## src/rtl/mod_counter.sv

```systemverilog
// mod_counter: parametrised up/down modulo counter with programmable step,
// synchronous clear/load and selectable wrap or saturate behaviour at the
// range limits 0 and MODULO-1. All outputs are registered.
module mod_counter #(
   parameter int unsigned     WIDTH       = 12,
   parameter longint unsigned MODULO      = 64'd1 << WIDTH,
   parameter bit              SATURATE    = 1'b0,
   parameter longint unsigned RESET_VALUE = 0
) (
   input  logic             i_clk,
   input  logic             i_rst_n,
   input  logic             i_en,
   input  logic             i_dir,
   input  logic [WIDTH-1:0] i_step,
   input  logic             i_clear,
   input  logic             i_load,
   input  logic [WIDTH-1:0] i_load_value,
   output logic [WIDTH-1:0] o_count,
   output logic             o_wrap,
   output logic             o_sat
);

   // All range arithmetic is one bit wider than the count so that
   // count+step and count+MODULO never overflow.
   localparam logic [WIDTH:0]   MOD_X   = (WIDTH+1)'(MODULO);
   localparam logic [WIDTH:0]   MAX_X   = MOD_X - (WIDTH+1)'(1);
   localparam logic [WIDTH-1:0] RST_VAL = WIDTH'(RESET_VALUE);

   logic [WIDTH-1:0] count_q, count_d;
   logic             wrap_q, wrap_d;
   logic             sat_q, sat_d;

   logic [WIDTH:0] cnt_x;
   logic [WIDTH:0] step_x;
   logic [WIDTH:0] load_x;
   logic [WIDTH:0] up_sum;
   logic           up_over;
   logic           down_under;
   logic [WIDTH:0] res_x;

   assign cnt_x      = {1'b0, count_q};
   assign step_x     = {1'b0, i_step};
   assign load_x     = {1'b0, i_load_value};
   assign up_sum     = cnt_x + step_x;
   assign up_over    = (up_sum >= MOD_X);
   assign down_under = (cnt_x < step_x);

   // Next-state selection: clear beats load beats enabled step beats hold.
   always_comb begin
      count_d = count_q;
      wrap_d  = 1'b0;
      sat_d   = sat_q;
      res_x   = cnt_x;
      if (i_clear) begin
         count_d = '0;
         sat_d   = 1'b0;
      end else if (i_load) begin
         // Out-of-range load values are clamped to the top of the range.
         res_x   = (load_x > MAX_X) ? MAX_X : load_x;
         count_d = res_x[WIDTH-1:0];
         sat_d   = 1'b0;
      end else if (i_en) begin
         sat_d = 1'b0;
         if (i_dir) begin
            if (up_over) begin
               if (SATURATE) begin
                  res_x = MAX_X;
                  sat_d = 1'b1;
               end else begin
                  res_x  = up_sum - MOD_X;
                  wrap_d = 1'b1;
               end
            end else begin
               res_x = up_sum;
            end
         end else begin
            if (down_under) begin
               if (SATURATE) begin
                  res_x = '0;
                  sat_d = 1'b1;
               end else begin
                  res_x  = cnt_x + MOD_X - step_x;
                  wrap_d = 1'b1;
               end
            end else begin
               res_x = cnt_x - step_x;
            end
         end
         count_d = res_x[WIDTH-1:0];
      end
   end

   // State register; reset acts immediately and discards any pending update.
   always_ff @(posedge i_clk or negedge i_rst_n) begin
      if (!i_rst_n) begin
         count_q <= RST_VAL;
         wrap_q  <= 1'b0;
         sat_q   <= 1'b0;
      end else begin
         count_q <= count_d;
         wrap_q  <= wrap_d;
         sat_q   <= sat_d;
      end
   end

   assign o_count = count_q;
   assign o_wrap  = wrap_q;
   assign o_sat   = sat_q;

   // A step of MODULO or more has no meaning for an enabled update.
   step_legal_a: assert property (@(posedge i_clk) disable iff (!i_rst_n)
                                  i_en |-> (step_x < MOD_X));

endmodule

```

## config.mk

```make
export PLATFORM = sky130hd
export DESIGN_NAME = mod_counter
export DESIGN_NICKNAME = d
export VERILOG_FILES = /design/src/rtl/mod_counter.sv
export SDC_FILE = /design/constraint.sdc
export NUM_CORES = 1
export LEC_CHECK = 0
export BUFFER_PORTS_ARGS = -buffer_cell sky130_fd_sc_hd__buf_4
export CAP_MARGIN = 20
export CORE_UTILIZATION = 55
export DETAILED_ROUTE_END_ITERATION = 16
export GPL_TIMING_DRIVEN = 0
export PLACE_DENSITY = 0.82
export SLEW_MARGIN = 40
export SYNTH_ARGS = -nofsm -noshare
export SYNTH_HDL_FRONTEND = slang
export SYNTH_SLANG_ARGS = --single-unit
```

## constraint.sdc

```tcl
create_clock -name i_clk -period 4.9 [get_ports i_clk]
set_input_delay 0.49 -clock i_clk [delete_from_list [all_inputs] [get_ports i_clk]]
set_output_delay 0.49 -clock i_clk [all_outputs]
set_load 0.02 [all_outputs]
```

After elaboration in Yosys (flattened, before gate mapping)
Index checks and enable logic that the tools add are counted.
{ "totals": {"register_bits": 14, "in_bits": 30, "out_inout_bits": 14, "wordCells": 28} }
{ "classes": {"add_sub_neg": 5, "magnitude_cmp": 3, "mux": 16, "n_reduce_logical": 1} }
{ "ops": {"columns": ["op", "n"], "rows": [
  ["two-way mux 12 bit", 7],
  ["subtractor 12 bit", 2],
  ["adder 12 x 12 -> 13 bit", 1],
  [">= comparator 13 bit (second input constant)", 1],
  ["adder 12 x 1 -> 12 bit (second input constant)", 1],
  ["> comparator 12 bit (second input constant)", 1],
  ["< comparator 12 bit", 1],
  ["subtractor 12 x 1 -> 12 bit (second input constant)", 1],
  ["two-way mux 1 bit", 9],
  ["nonzero test 3 bit", 1]
]} }

Depth between registers and ports, before layout
Gate-level depths: netlist (run 1).
{ "logic_depth": {"ltp_word": 7, "mapped_depth": 11, "mapped_depth_nobuf": 11} }

Worst setup path after synthesis (run 1)
OpenSTA, ideal clock, no wires.
{ "synth_timing": {"path_type": "input-to-reg", "from": "input i_step[3]", "to": "register count_q[11] (netlist: o_count[11])", "setup_ps": 111, "arrival_ps": 2386, "required_ps": 4789, "slack_ps": 2403, "stages": 10, "path_buffers": 1, "path_cell_list": "inv_1 > ha_1 > buf_6 > nor2_2 > o311a_2 > o41ai_2 > or4_1 > o311ai_2 > xor2_1 > a2111oi_2"} }
{ "synth_via": {"elab_chain_len": 7, "elab_cells_between_ends": 12, "cone_classes": "4 x add/sub; 2 x order compare; 6 x mux"} }
{ "synth_rtl": {"columns": ["item", "line_no", "text"], "rows": [
  ["start: declaration", "14", "input logic [WIDTH-1:0] i_step,"],
  ["adder 12 x 12 -> 13 bit", "44", "assign up_sum = cnt_x + step_x;"],
  ["subtractor 12 x 1 -> 12 bit / >= comparator 13 bit (equally long branches)", "70, 45", null],
  ["two-way mux 12 bit", "65", "if (up_over) begin"],
  ["two-way mux 12 bit (*)", "64", "if (i_dir) begin"],
  ["two-way mux 12 bit (*)", "62", "end else if (i_en) begin"],
  ["two-way mux 12 bit (*)", "57", "end else if (i_load) begin"],
  ["two-way mux 12 bit (*)", "54", "if (i_clear) begin"],
  ["end signal: assignment", "100", "count_q <= count_d;"],
  ["end: declaration", "29", "logic [WIDTH-1:0] count_q, count_d;"]
]} }
Mark *: on every way between the ends. The rest lies on a longest branch, timed or not. The select of a mux whose other input is x is not followed.
A chain may end at the register's enable or synchronous reset.

Worst setup path in the final report (run 1)
{ "layout_timing": {"from": "register count_q[3] (netlist: o_count[3])", "to": "register count_q[11] (netlist: o_count[11])"} }
{ "layout_via": {"elab_chain_len": 7, "elab_cells_between_ends": 13, "cone_classes": "5 x add/sub; 2 x order compare; 6 x mux"} }
{ "layout_rtl": {"columns": ["item", "line_no", "text"], "rows": [
  ["adder 12 x 1 -> 12 bit / adder 12 x 12 -> 13 bit (equally long branches)", "82, 44", null],
  ["subtractor 12 bit, or another cell as far along", "82", "res_x = cnt_x + MOD_X - step_x;"],
  ["two-way mux 12 bit (on tied branches)", "77, 65", null],
  ["two-way mux 12 bit (*)", "64", null],
  ["two-way mux 12 bit (*)", "62", null],
  ["two-way mux 12 bit (*)", "57", null],
  ["two-way mux 12 bit (*)", "54", null]
]} }
Marks and branches as above.

==> out/metrics.yaml, run 1 <==
setup_path:
  crit_slowest_cell: "or4_1"
  cp-start-kind: "register"
  path_delay_family: "compound AO/OA/AOI/OAI gates"
  end_kind: "register"
  path_max_fanout: 7
  arrival_ns: 2.82
  r2r_slack_ns: 2.27
  regToRegStartpoint: "o_count[3]"
  path_buf_inv: 1
  regToRegEndpoint: "o_count[11]"
  max_stage_delay_ns: 0.46
  cp_cell_sequence: "ha_1, buf_6, nor2_2, o311a_2, o41ai_2, or4_1, o311ai_2, xor2_1, a2111oi_2"
  reg2reg_depth: 9
  crit_type: "register to register"
  required_ns: 5.09
grt:
  antenna_found_initial: 0
  grt_pass1_vias: 1551
  overflow: 0
  grt_pass1_wl_um: 7090
  grt_max_degree: 14
  grt_usage_pct: 27.5
sta:
  hold_viol_final: 0
  final.period_utilization_pct: 53.8
  rsz0062_at_grt: "false"
  fmax_mhz: 380
  worstMarginPinSlew_ns: 0.504
  finClkSkew_ns: 0.00627
  final_max_slew_viol_count: 0
  min_period_ns: 2.63
  setup_viol: 0
  fin_tns_setup_ns: 0
  slew_headroom_pct: 66.4
clock_network:
  clockBufferDepth: 2
  cts_setup_buffers: 0
  clk_pin_slew_ns: 0.08
  cts_hold_buf: 0
  clock_latency_ns: 0.29
  cts_made_buffers: 3
  h-tree-depth: 1
  cts_tree: "yes"
  cts_resized: 0
  cts_root_buf: "clkbuf_4"
  cts.sinks: 13
floorplan:
  fp.coreArea_sq_um: 3030
  num_io_pins: 44
  rows: 20
  start_util_pct: 57.4
  fp.dieH_um: 58.2
  die_area_sq_um: 3390
  die_width_um: 58.2
logic_synthesis:
  ys_types: 53
  synthAdderAreaFrac_pct: 19.6
  yosys-top-cells-area: "dfrtp_1 (19%), ha_1 (17%), a21oi_1 (6.1%)"
  synth-edff-count: 0
  synth_compound_area_share_pct: 28.7
  ys_warn_count: 0
  synthSimpleGateAreaFrac_pct: 16.2
  post-synth-top-area-cell: "dfrtp_1"
  synthMuxAreaShare_pct: 2.31
  synth_area_per_cell_sq_um: 7.86
  yosysTopAreaCellShare_pct: 18.7
  synthArstFlopShare_pct: 100
  yosysSeqAreaShare_pct: 18.7
  synth_xor_area_share_pct: 5.04
  synthFlopType: "dfrtp_1"
  syn-num-nets: 277
  synth_top_family_by_area: "compound AO/OA/AOI/OAI gates"
  syn-cell-area_sq_um: 1740
  synthCells: 221
  synth_seq_cells: 13
worst_hold_path:
  holdCritPathClass: "primary input to asynchronous set/reset pin"
placed_design:
  dpl_cell_area_sq_um: 2090
  io_buffers: 40
  dp_hpwl_um: 3420
  post-place-cells: 305
  gp_congestion: 0.886
final_layout:
  drive_gt1_share_pct: 22.6
  antenna_cells: 0
  area_growth_syn_to_layout_pct: 22.0
  stdcell_area_sq_um: 2120
  finalNetCount: 322
  fin_cells: 309
power_and_ir_drop:
  peakVddDrop_v: 0.000165
  p_leak_uw: 0.00105
  powerDensity_nw_per_um2: 204
drt:
  vias: 1770
  dr.pass1.iters: 4
  wl_um: 4310
  initialDrtViolationCount: 85
  wl_per_cell_um: 14.0
  remaining_drc_errors: 0
  vias_per_cell: 5.73
  drtAntennaViolNets: 0
run:
  cap_violations: 0
run_status:
  status: "finished clean"
[worst max path at each step]
stage / from / cells after the start / end
after floorplan: i_step[3] / 10 / o_count[11]
after global placement: i_step[3] / 11 / o_count[11]
after detailed placement: i_step[3] / 11 / o_count[11]
after CTS: o_count[3] / 9 / o_count[11]
after global routing: o_count[1] / 8 / o_count[11]
final: o_count[3] / 9 / o_count[11]
[flip-flops by register name, indices dropped and copies added (netlist names)]
| signal | cells |
|---|---|
| o_wrap | 1 |
| o_count | 12 |
[where the power goes]
group / internal, uW / switching (uW) / total (uW) / leakage (uW)
registers: 116 / 13.1 / 130 / 0.000170
logic: 103 / 130 / 233 / 0.000866
clock network: 31.7 / 38.6 / 70.3 / 0.0000150
total: 251 / 182 / 433 / 0.00105
[cells in the mapped netlist (3+ instances only)]
cell type  number
a211oi_1        5
a21oi_1        21
a22oi_1         3
a31oi_1         3
buf_4           4
clkbuf_1        3
dfrtp_1        13
ha_1           24
inv_1          23
inv_2           3
mux2i_1         4
nand2_1        12
nand3_1         3
nor2_1         21
nor2b_1         5
nor3_1          4
o21ai_0        15
o22ai_1         3
or3_1           3
xnor2_1         6
xor2_1          4
[cell type report]
cell class | instances | area, sq um
buffer | 10 | 61.3
clock buffer | 4 | 26.3
fill | 271 | 910
inverter | 26 | 97.6
multi-input combinational | 172 | 1250
sequential | 13 | 325
tap | 44 | 55.1
timing repair buffer | 40 | 300
[kinds of logic after synthesis]
| logic type | after synthesis |
|---|---|
| compound gates | 73 |
| xor+xnor | 10 |
| fa+ha+maj | 26 |
| buf+inv | 36 |
| flops | 13 |
| mux | 4 |
| other cells | 1 |
| simple gates | 58 |
[cells in the final DEF (no fill, tap or decap), types with 5 or more instances in the layout]
| master | synthesis | final |
|---|---|---|
| o21ai_0 | 15 | 15 |
| dfrtp_1 | 13 | 13 |
| inv_1 | 23 | 23 |
| xnor2_1 | 6 | 6 |
| a21oi_1 | 21 | 21 |
| nor2_1 | 21 | 21 |
| nor2b_1 | 5 | 5 |
| buf_4 | 4 | 44 |
| a211oi_1 | 5 | 5 |
| nand2_1 | 12 | 12 |
| ha_1 | 24 | 24 |
[layer usage]
layer  global-route usage, %  up-vias  share of wire [%]
met5                       0        -                  0
met1                    40.4      804                 47
met2                    41.5       86                 43
met3                    3.35        7                8.6
met4                    9.52        0                1.7
li1                        -      873                  -
[metrics by stage]
stage                     total power (uW)  util, %  setup slack [ns]  hold WS [ns]
after floorplan                        288        -              2.40         0.194
after global placement                 357     69.1              2.11         0.343
after detailed placement               360     69.1              2.11         0.341
after CTS                              432     70.0              2.27        0.0195
after global routing                   463     70.0              2.18        0.0236
final                                  433     70.0              2.27        0.0222
(Power assumes the default switching activity.)
==> inputs of run 2 (changes only) <==
- ABC_AREA: default -> 1
- CORE_UTILIZATION: 55 -> 50
- PLACE_DENSITY: 0.82 -> 0.77
- clock period: 4.9 -> 2.3 ns (I/O delays scaled with it)
==> run 2 against run 1 <==
  * Count of clock-buffer cells in the layout unchanged
  * Synthesized cell count up 48%
  * Global-route usage down 1.8 points
  * Critical path type unchanged
==> out/metrics.yaml, run 2 <==
grt:
  grt_max_degree: 14  # unchanged
  antenna_found_initial: 0  # unchanged
  grtUsageMet3_pct: 1.23  # was 3.35%
  globalRouteMet1Util_pct: 38.3  # was 40.4%
  grt_pass1_vias: 1897  # was 1551
  grt_pass1_wl_um: 8370  # was 7090 um
  grt.met2_usage_pct: 38.3  # was 41.5%
  overflow: 0  # unchanged
  grt-busiest-layer: "met1"  # was met2
  grt_usage_pct: 25.6  # was 27.5%
clock_network:
  cts.sinks: 13  # unchanged
  clock_latency_ns: 0.24  # was 0.29 ns
  cts_tree: "yes"  # unchanged
  clockBufferDepth: 2  # unchanged
  h-tree-depth: 1  # unchanged
  cts_made_buffers: 3  # unchanged
  cts_root_buf: "clkbuf_8"  # was clkbuf_4
  clk_pin_slew_ns: 0.05  # was 0.08 ns
setup_path:
  path_max_fanout: 3  # was 7
  regToRegStartpoint: "o_count[0]"  # was o_count[3]
  reg2reg_depth: 14  # was 9
  required_ns: 2.43  # was 5.09 ns
  end_kind: "register"  # unchanged
  crit_type: "register to register"  # unchanged
  cp-start-kind: "register"  # unchanged
  regToRegEndpoint: "o_count[8]"  # was o_count[11]
  arrival_ns: 2.10  # was 2.82 ns
  r2r_slack_ns: 0.33  # was 2.27 ns
run_status:
  status: "finished clean"  # unchanged
floorplan:
  start_util_pct: 53.2  # was 57.4%
  num_io_pins: 44  # unchanged
  die_area_sq_um: 4210  # was 3390 sq um
  rows: 22  # was 20
  fp.dieH_um: 64.9  # was 58.2 um
  die_width_um: 64.9  # was 58.2 um
  fp.coreArea_sq_um: 3720  # was 3030 sq um
sta:
  setup_viol: 0  # unchanged
  fmax_mhz: 508  # was 380 MHz
  finClkSkew_ns: 0.00129  # was 0.00627 ns
  final_max_slew_viol_count: 0  # unchanged
  final.period_utilization_pct: 85.5  # was 53.8%
  hold_viol_final: 0  # unchanged
  min_period_ns: 1.97  # was 2.63 ns
  rsz0062_at_grt: "false"  # unchanged
  fin_tns_setup_ns: 0  # unchanged
  finalHoldWorstSlack_ns: 0.193  # was 0.0222 ns
logic_synthesis:
  synth_common_cells: "nand2_1 (110), inv_1 (42), nand3_1 (32)"  # was ha_1 (24), inv_1 (23), a21oi_1 (21), nor2_1 (21), o21ai_0 (15)
  synthArstFlopShare_pct: 100  # unchanged
  post-synth-top-area-cell: "nand2_1"  # was dfrtp_1
  yosysTopAreaCellShare_pct: 20.9  # was 18.7%
  yosysMostFrequentCell: "nand2_1"  # was ha_1
  syn-cell-area_sq_um: 1980  # was 1740 sq um
  synth-edff-count: 0  # unchanged
  yosysSeqAreaShare_pct: 16.5  # was 18.7%
  synth_area_per_cell_sq_um: 6.03  # was 7.86 sq um
  synthFlopType: "dfrtp_1"  # unchanged
  ys_types: 33  # was 53
  ys_warn_count: 0  # unchanged
  yosys-top-cells-area: "nand2_1 (21%), dfrtp_1 (16%), ha_1 (15%)"  # was dfrtp_1 (19%), ha_1 (17%), a21oi_1 (6.1%)
  syn-num-nets: 384  # was 277
  synth_seq_cells: 13  # unchanged
  synthCells: 328  # was 221
drt:
  wl_per_cell_um: 11.7  # was 14.0 um
  initialDrtViolationCount: 155  # was 85
  wl_um: 4960  # was 4310 um
  vias_per_cell: 5.22  # was 5.73
  drtAntennaViolNets: 0  # unchanged
  dr.pass1.iters: 5  # was 4
  vias: 2203  # was 1770
  remaining_drc_errors: 0  # unchanged
run:
  cap_violations: 0  # unchanged
final_layout:
  drive_gt1_share_pct: 19.3  # was 22.6%
  layout_commonest_cell: "nand2_1"  # was buf_4
  finalNetCount: 431  # was 322
  final_cell_mix: "nand2_1 (110), buf_4 (48), inv_1 (42)"  # was buf_4 (44), ha_1 (24), inv_1 (23)
  antenna_cells: 0  # unchanged
  n_fill_cell: 385  # was 271
  fin_cells: 422  # was 309
  area_growth_syn_to_layout_pct: 21.4  # was 22.0%
  largest_reg_flops: 12  # unchanged
placed_design:
  io_buffers: 41  # was 40
  dp_hpwl_um: 4160  # was 3420 um
  gp_congestion: 0.883  # was 0.886
  post-place-cells: 417  # was 305
worst_hold_path:
  holdCritPathClass: "primary input to register"  # was primary input to asynchronous set/reset pin
  worstHoldPathCells: 2
  min-delay-start: "i_clear"
  hold_path_end: "o_count[1]"
power_and_ir_drop:
  fin_total_pwr_uw: 1050  # was 433 uW
  powerDensity_nw_per_um2: 437  # was 204 nW/um^2
  peakVddDrop_v: 0.000394  # was 0.000165 V
  p_leak_uw: 0.00143  # was 0.00105 uW
==> run 2: what timing repair did <==
action / in CTS / in global routing
hold buffers: 1 / 0
buffers inserted: 0 / 0
gates resized for setup: 0 / 0
hold endpoints to repair: 13 / 0
==> run 2: worst max path at each step <==
stage,start,end,slack [ns],cells past startpoint
after floorplan,o_count[0],o_count[8],0.45,14
after global placement,o_count[0],o_count[10],0.38,14
after detailed placement,o_count[0],o_count[10],0.35,14
after CTS,o_count[0],o_count[10],0.34,14
after global routing,o_count[0],o_count[8],0.13,14
final,o_count[0],o_count[8],0.33,14
==> run 2: cells by family (layout without fill, tap and decap cells) <==
kind of cell	after synthesis	in the layout	synth area share (%)
AO/OA/AOI/OAI	45	45	13.2
adder cells (fa/ha/maj)	26	26	17.2
buffers and inverters	62	108	14.5
flip-flops	13	13	16.5
other	1	1	0.190
AND/OR/NAND/NOR	181	181	38.5
==> run 2: cell type report <==
| class | instances | area, sq um | area share (%) |
|---|---|---|---|
| multi-input cells | 253 | 1370 | 56.9 |
| flip-flops and latches | 13 | 325 | 13.6 |
| repair buffers | 42 | 318 | 13.2 |
| inverters | 50 | 196 | 8.19 |
| plain buffers | 12 | 90.1 | 3.75 |
| well taps | 48 | 60.1 | 2.50 |
| clock buffers | 4 | 45.0 | 1.88 |
==> run 2: where the power goes <==
group          switching, uW  internal, uW  total (uW)
sequential              28.7           250         279
clock                   80.6           122         203
combinational            343           223         566
==> run 2: worst max-delay path: stages, from the launching register on <==
cell and delay (ns):
dfrtp_1 0.39, ha_1 0.24, fa_1 0.40, nand2_1 0.09, nand2_1 0.07, nand3_1 0.10
nand2_1 0.08, nand2_1 0.06, nand2_1 0.05, nand2_1 0.09, nand2_1 0.06, nand2_1 0.05
nand3_1 0.07, nand2_1 0.06, nand2_1 0.04
==> run 2: stage by stage <==
step	setup WS (ns)	area (sq um)	util [%]
after floorplan	0.448	1980	-
after global placement	0.379	2340	63.1
after detailed placement	0.353	2340	63.1
after CTS	0.341	2400	64.6
after global routing	0.132	2400	64.6
final	0.333	2400	64.6
==> run 2: routing by layer <==
| layer | vias to the layer above | part of all wire, % |
|---|---|---|
| li1 | 1140 | - |
| met1 | 979 | 52 |
| met2 | 79 | 42 |
| met3 | 5 | 4.9 |
| met4 | 0 | 1.3 |
| met5 | - | 0 |
